`src/rtl/mem_copy_dma.sv`:
```
// mem_copy_dma: single-port memory-to-memory word copier.
// Moves len_i 32-bit words from src to dst over a req/gnt/rvalid port.
// Only one transaction is outstanding at a time: read, then write, per word.
module mem_copy_dma #(
    parameter int LEN_WIDTH = 16
) (
    input  logic                 clk_i,
    input  logic                 rst_ni,
    input  logic                 start_i,
    input  logic                 abort_i,
    input  logic [31:0]          src_addr_i,
    input  logic [31:0]          dst_addr_i,
    input  logic [LEN_WIDTH-1:0] len_i,
    output logic                 busy_o,
    output logic                 done_o,
    output logic                 err_o,
    output logic                 mem_en_o,
    output logic                 mem_req_o,
    input  logic                 mem_gnt_i,
    input  logic                 mem_rvalid_i,
    output logic                 mem_we_o,
    output logic [3:0]           mem_be_o,
    output logic [31:0]          mem_addr_o,
    output logic [31:0]          mem_wdata_o,
    input  logic [31:0]          mem_rdata_i
);

    typedef enum logic [2:0] {
        S_IDLE, S_RD_REQ, S_RD_WAIT, S_WR_REQ, S_WR_WAIT, S_DONE
    } state_t;

    state_t               r_state, w_next;
    logic [31:0]          r_src, r_dst, r_buf;
    logic [LEN_WIDTH-1:0] r_rem;
    logic                 r_abort, r_err;
    logic                 w_misaligned, w_abort_any, w_active;

    assign w_misaligned = (|src_addr_i[1:0]) | (|dst_addr_i[1:0]);
    // An abort seen in an earlier cycle still counts when the response lands.
    assign w_abort_any  = abort_i | r_abort;
    assign w_active     = (r_state == S_RD_REQ) || (r_state == S_RD_WAIT) ||
                          (r_state == S_WR_REQ) || (r_state == S_WR_WAIT);

    // State register.
    always_ff @(posedge clk_i or negedge rst_ni) begin
        if (!rst_ni) r_state <= S_IDLE;
        else         r_state <= w_next;
    end

    // Next-state decode; a grant beats a same-cycle abort in the REQ states.
    always_comb begin
        w_next = r_state;
        case (r_state)
            S_IDLE: begin
                if (start_i && !w_misaligned)
                    w_next = (len_i == '0) ? S_DONE : S_RD_REQ;
            end
            S_RD_REQ: begin
                if (mem_gnt_i)    w_next = S_RD_WAIT;
                else if (abort_i) w_next = S_IDLE;
            end
            S_RD_WAIT: begin
                if (mem_rvalid_i) w_next = w_abort_any ? S_IDLE : S_WR_REQ;
            end
            S_WR_REQ: begin
                if (mem_gnt_i)    w_next = S_WR_WAIT;
                else if (abort_i) w_next = S_IDLE;
            end
            S_WR_WAIT: begin
                if (mem_rvalid_i) begin
                    if (w_abort_any)                      w_next = S_IDLE;
                    else if (r_rem == LEN_WIDTH'(1))      w_next = S_DONE;
                    else                                  w_next = S_RD_REQ;
                end
            end
            S_DONE:  w_next = S_IDLE;
            default: w_next = S_IDLE;
        endcase
    end

    // Pointers, word count, data buffer, abort latch and error pulse.
    always_ff @(posedge clk_i or negedge rst_ni) begin
        if (!rst_ni) begin
            r_src   <= '0;
            r_dst   <= '0;
            r_rem   <= '0;
            r_buf   <= '0;
            r_abort <= 1'b0;
            r_err   <= 1'b0;
        end else begin
            r_err <= (r_state == S_IDLE) && start_i && w_misaligned;
            if (r_state == S_IDLE && start_i && !w_misaligned && len_i != '0) begin
                r_src <= src_addr_i;
                r_dst <= dst_addr_i;
                r_rem <= len_i;
            end
            if (!w_active)         r_abort <= 1'b0;
            else if (abort_i)      r_abort <= 1'b1;
            if (r_state == S_RD_WAIT && mem_rvalid_i)
                r_buf <= mem_rdata_i;
            // Pointers wrap modulo 2^32 by plain 32-bit addition.
            if (r_state == S_WR_WAIT && mem_rvalid_i) begin
                r_src <= r_src + 32'd4;
                r_dst <= r_dst + 32'd4;
                r_rem <= r_rem - LEN_WIDTH'(1);
            end
        end
    end

    // Moore output decode.
    always_comb begin
        busy_o      = w_active;
        done_o      = (r_state == S_DONE);
        err_o       = r_err;
        mem_req_o   = (r_state == S_RD_REQ) || (r_state == S_WR_REQ);
        mem_en_o    = mem_req_o;
        mem_we_o    = (r_state == S_WR_REQ);
        mem_be_o    = mem_req_o ? 4'b1111 : 4'b0000;
        mem_addr_o  = 32'd0;
        mem_wdata_o = 32'd0;
        if (r_state == S_RD_REQ) mem_addr_o = r_src;
        if (r_state == S_WR_REQ) begin
            mem_addr_o  = r_dst;
            mem_wdata_o = r_buf;
        end
    end

endmodule

```
`config.mk`:
```
export PLATFORM = sky130hd
export DESIGN_NAME = mem_copy_dma
export DESIGN_NICKNAME = d
export VERILOG_FILES = /design/src/rtl/mem_copy_dma.sv
export SDC_FILE = /design/constraint.sdc
export NUM_CORES = 1
export LEC_CHECK = 0
export CAP_MARGIN = 20
export CORE_MARGIN = 2
export CORE_UTILIZATION = 34
export DETAILED_ROUTE_END_ITERATION = 10
export PLACE_DENSITY = 0.7
export SLEW_MARGIN = 0
export SYNTH_ARGS = -nofsm -noshare
export SYNTH_HDL_FRONTEND = slang
export SYNTH_SLANG_ARGS = --single-unit
export TNS_END_PERCENT = 1
```
`constraint.sdc`:
```
create_clock -name clk_i -period 4.18 [get_ports clk_i]
set_input_delay 0.627 -clock clk_i [delete_from_list [all_inputs] [get_ports clk_i]]
set_output_delay 0.627 -clock clk_i [all_outputs]
set_load 0.005 [all_outputs]
```
Yosys cells after proc, flatten, opt, wreduce, memory -nomap -nowiden. Index checks and enable logic that the tools add are counted. W data, S select, Z words.

Bits in registers: 117. Bits in latches: 0. Memory bits (writable): 0. ROM bits: 0. Input bits: 118. Output and inout port bits: 74. Logic and storage cells: 64. Memories kept: 0.

Add/sub/neg operators: 3. $mul: 0. Div/mod/pow operators: 0. Magnitude comparators: 0. Equality and inequality tests: 10. Shift-type cells: 0. Multiplexer cells: 23. Bitwise gates (word level): 2. Reductions and logical operators: 19.

Operator list (number): $mux W32 (7); $add A32 B3 Y32 const B (2); $mux W16 (2); $mux W3 (9); $eq A16 B1 Y1 const B (1); $logic_not A16 Y1 (1); $reduce_bool A16 Y1 (1); $sub A16 B1 Y16 const B (1); $pmux W3 S5 (1); $ne A2 B2 Y1 const B (4); $logic_and A1 B1 Y1 (7); $eq A3 B2 Y1 const B (2); $eq A3 B3 Y1 const B (2); $logic_or A1 B1 Y1 (4); $mux W4 (1); $reduce_or A2 Y1 (2); $eq A3 B1 Y1 const B (1); $logic_not A3 Y1 (1); $reduce_and A3 Y1 (1); $mux W1 (2); $mux W2 (1); $or A1 B1 Y1 (2); $reduce_bool A2 Y1 (1); $logic_not A1 Y1 (1).

Logic depth before layout (Yosys ltp).
Depth in word-level cells: 7. Gate-level depth with buffers: 9. Mapped depth without buffers: 6.

Worst setup path before layout. No wires, ideal clock.

Kind: input -> register. Start: input port src_addr_i[1]. End: register r_rem[9]. Arrival: 1861 ps. Required time: 4038 ps. Slack: 2177 ps. Stages on the path: 8. Buffers on the path: 3. Cell sequence: nor4_2 -> and4b_1 -> buf_2 -> nand2_1 -> buf_6 -> buf_2 -> o311ai_0 -> o211ai_1.

Word-level cells in the longest chain between the ends: 6.

RTL lines: from (decl) (line 11) `input logic [31:0] src_addr_i,`; $reduce_or A2 Y1 (line 38) `assign w_misaligned = (|src_addr_i[1:0]) | (|dst_addr_i[1:0]);`; $or A1 B1 Y1 (line 38); $logic_not A1 Y1 (line 92) `if (r_state == S_IDLE && start_i && !w_misaligned && len_i != '0) begin`; $logic_and A1 B1 Y1 (2 in a row) (line 92); $reduce_bool A2 Y1 (no line); to (signal assigned) (line 95) `r_rem <= len_i;`; to (signal assigned) (line 105) `r_rem <= r_rem - LEN_WIDTH'(1);`; to (decl) (line 34) `logic [LEN_WIDTH-1:0] r_rem;`.

No other way between the ends. A chain may end at the register's enable or synchronous reset.

Final worst setup path.
Start: register r_state[2]. End: output port mem_wdata_o[1].

Word-level cells in the longest chain between the ends: 2.

RTL lines: from (decl) (line 32) `state_t r_state, w_next;`; from (signal assigned) (line 47) `else r_state <= w_next;`; $eq A3 B2 Y1 (line 122) `if (r_state == S_WR_REQ) begin`; $mux W32 (line 122); to (decl) (line 24) `output logic [31:0] mem_wdata_o,`.

No other way between the ends.

==> reports/summary.txt <==
ant diodes: 0
relative slew slack: 34.2%
Worst path top cell family by delay: buffers and inverters
gr usage total: 20.2%
Die Area: 21400 um2
Leak: 3.86 nW
synth top area cells: dfrtp_1, mux2_2, mux2i_1, nand2_1, nor2_1
num rows: 52
delay of the slowest critical-path stage: 0.74 ns
starting density of the core: 34.3%
sequential area share after synthesis: 42.6%
layout cells sized above 1: 10.4%
clk_lat worst skew: 0.42 ns
vias after detailed routing: 6663
Buf/Inv on CP: 2
CTS resizes: 0
clk_skew: 0.0109 ns
Area growth syn-to-layout: 39.6%
cell with the most instances after synthesis: dfrtp_1
Clock Path Buffers: 2
register bit count reported by yosys: 117
placed cell count: 1169
initial antenna violation count: 1
Peak Freq: 0.290 GHz
final setup TNS: 0 ns
postcts setup bufs: 0
slowest cell on the critical path: inv_1
Max-Cap Viols: 0
clk root buf: clkbuf_16
placement-stage worst setup slack: 0.888 ns
status: complete, no violations
RePlAce Congestion: 0.878
Die Wd: 146 um
Overflow after GRT: 0
Worst EP required: 3.55 ns
Final ANT Viol Nets: 0
core area: 20000 um2
cell breakdown of the critical path: nand2b_1 > inv_1 > and3_1 > clkdlybuf4s50_1
Post-synth EDFFs: 0
vias in the first global route: 6359
CP Capture Type: primary output
Post-synth ARST share: 100%
syn avg cell area: 9.13 um2
Yosys top cell area share: 42.6%
worst path arrival time: 2.83 ns
Setup-failing EPs final: 0
synthesized area: 6870 um2
DRC viols: 0
port bufs: 191
hold-fix buffer count after cts: 0
Final Hold Vio Count: 0
worst hold path class: in -> async
crit path kind: reg -> out
H-tree depth: 4
critical path fanouts, max: 39
routed vias/inst: 5.54
post-layout min period: 3.45 ns
CTS Buf Count: 17
pin count of the biggest net entering global routing: 75
area leader, netlist: dfrtp_1
Cells after Synth: 753
worst hold slack: 0.0210 ns
Synth Flop Type: dfrtp_1
number of nets in the layout: 1041
most common library cells after synthesis: dfrtp_1, nand2_1, nor2_1
HPWL Detailed: 15.6 mm
DRT Pass-1 Iters: 5
Tot Pwr: 5.49 mW
Clk pin slew, worst setup/hold paths: 0.06 ns
number of distinct library cells after synthesis: 63
iteration-0 DRC count of the detailed router: 617
Pwr per Cell Area: 572 nW/um2
unrepaired setup endpoints after global routing: no
fraction of the cycle the final worst path needs: 82.6%
first-pass GRT wire length: 34.4 mm
Wirelength per Cell: 18.0 um
Worst Setup Start Kind: register
syn_nets: 875
final setup margin: 0.726 ns
fin. max-slew vios: 0
TritonCTS clock tree: built
Post-Route WL: 21.7 mm
Die Y: 146 um
Cell Count, Final, Fillers Out: 1202
VDD IR-drop max: 0.339 mV
worst slew pin tran: 0.986 ns
Synth warnings: 0
Ports: 192
number of clock sinks: 117
state kept, by name, indices dropped and copies added, names as in the netlist:
| signal | flops |
|---|---|
| r_buf | 32 |
| r_src | 32 |
| r_dst | 32 |
| err_o | 1 |
| r_rem | 16 |
| r_state | 3 |
| r_abort | 1 |
kinds of logic (layout without fill, tap and decap cells):
| family | Yosys count | after routing | synth area share (%) |
|---|---|---|---|
| flip-flops | 117 | 117 | 42.6 |
| AND/OR/NAND/NOR | 333 | 333 | 25.5 |
| adder cells (fa/ha/maj) | 4 | 4 | 0.728 |
| AO/OA/AOI/OAI | 156 | 156 | 15.4 |
| buffers and inverters | 73 | 252 | 5.11 |
| XOR/XNOR | 6 | 6 | 0.764 |
| multiplexers | 64 | 64 | 9.90 |
layout by cell type, fill, tap and decap left out, drive strengths merged, types with 28 or more instances in the layout:
cell type	count
nand3	51
mux2	32
and3	43
nand2	83
o21ai	38
dfrtp	117
a21oi	28
clkdlybuf4s50	190
mux2i	32
nor2	74
per-layer routing:
| metal | vias to the layer above | share of wire, % | track usage, % |
|---|---|---|---|
| li1 | 3131 | - | - |
| met1 | 3219 | 45 | 27.8 |
| met2 | 277 | 46 | 32.0 |
| met3 | 34 | 7.0 | 4.25 |
| met4 | 2 | 1.8 | 6.60 |
| met5 | - | 0.060 | 0 |
stage by stage:
stage / utilization (%) / instance area (um2)
floorplan: - / 6870
global placement: 44.7 / 8950
detailed placement: 44.7 / 8950
CTS: 47.7 / 9570
global route: 47.9 / 9590
finish: 47.9 / 9590
power breakdown:
group | internal, mW | switching [mW]
combinational | 0.903 | 0.739
clock | 0.957 | 0.573
sequential | 1.66 | 0.658
final cells by class:
class,count,area (um2)
clock inverter,14,178
timing repair buffer,205,2050
inverter,15,56.3
tap,270,338
multi-input combinational,563,3610
fill,1916,10400
sequential,117,2930
clock buffer,18,439
worst paths after layout:
kind	start	to	slack [ns]	cells after the start
worst max-delay path	r_state[2]	mem_wdata_o[1]	0.73	4
worst min-delay path	rst_ni	r_buf[25]	0.02	1
worst max register to register	r_state[1]	r_src[3]	1.34	5
worst min register to register	r_src[0]	r_src[0]	0.49	1
max in group asynchronous	rst_ni	r_buf[23]	3.15	3
min in group clk_i	r_src[0]	r_src[0]	0.49	1
Note: power is estimated with default switching activity, not from simulation.
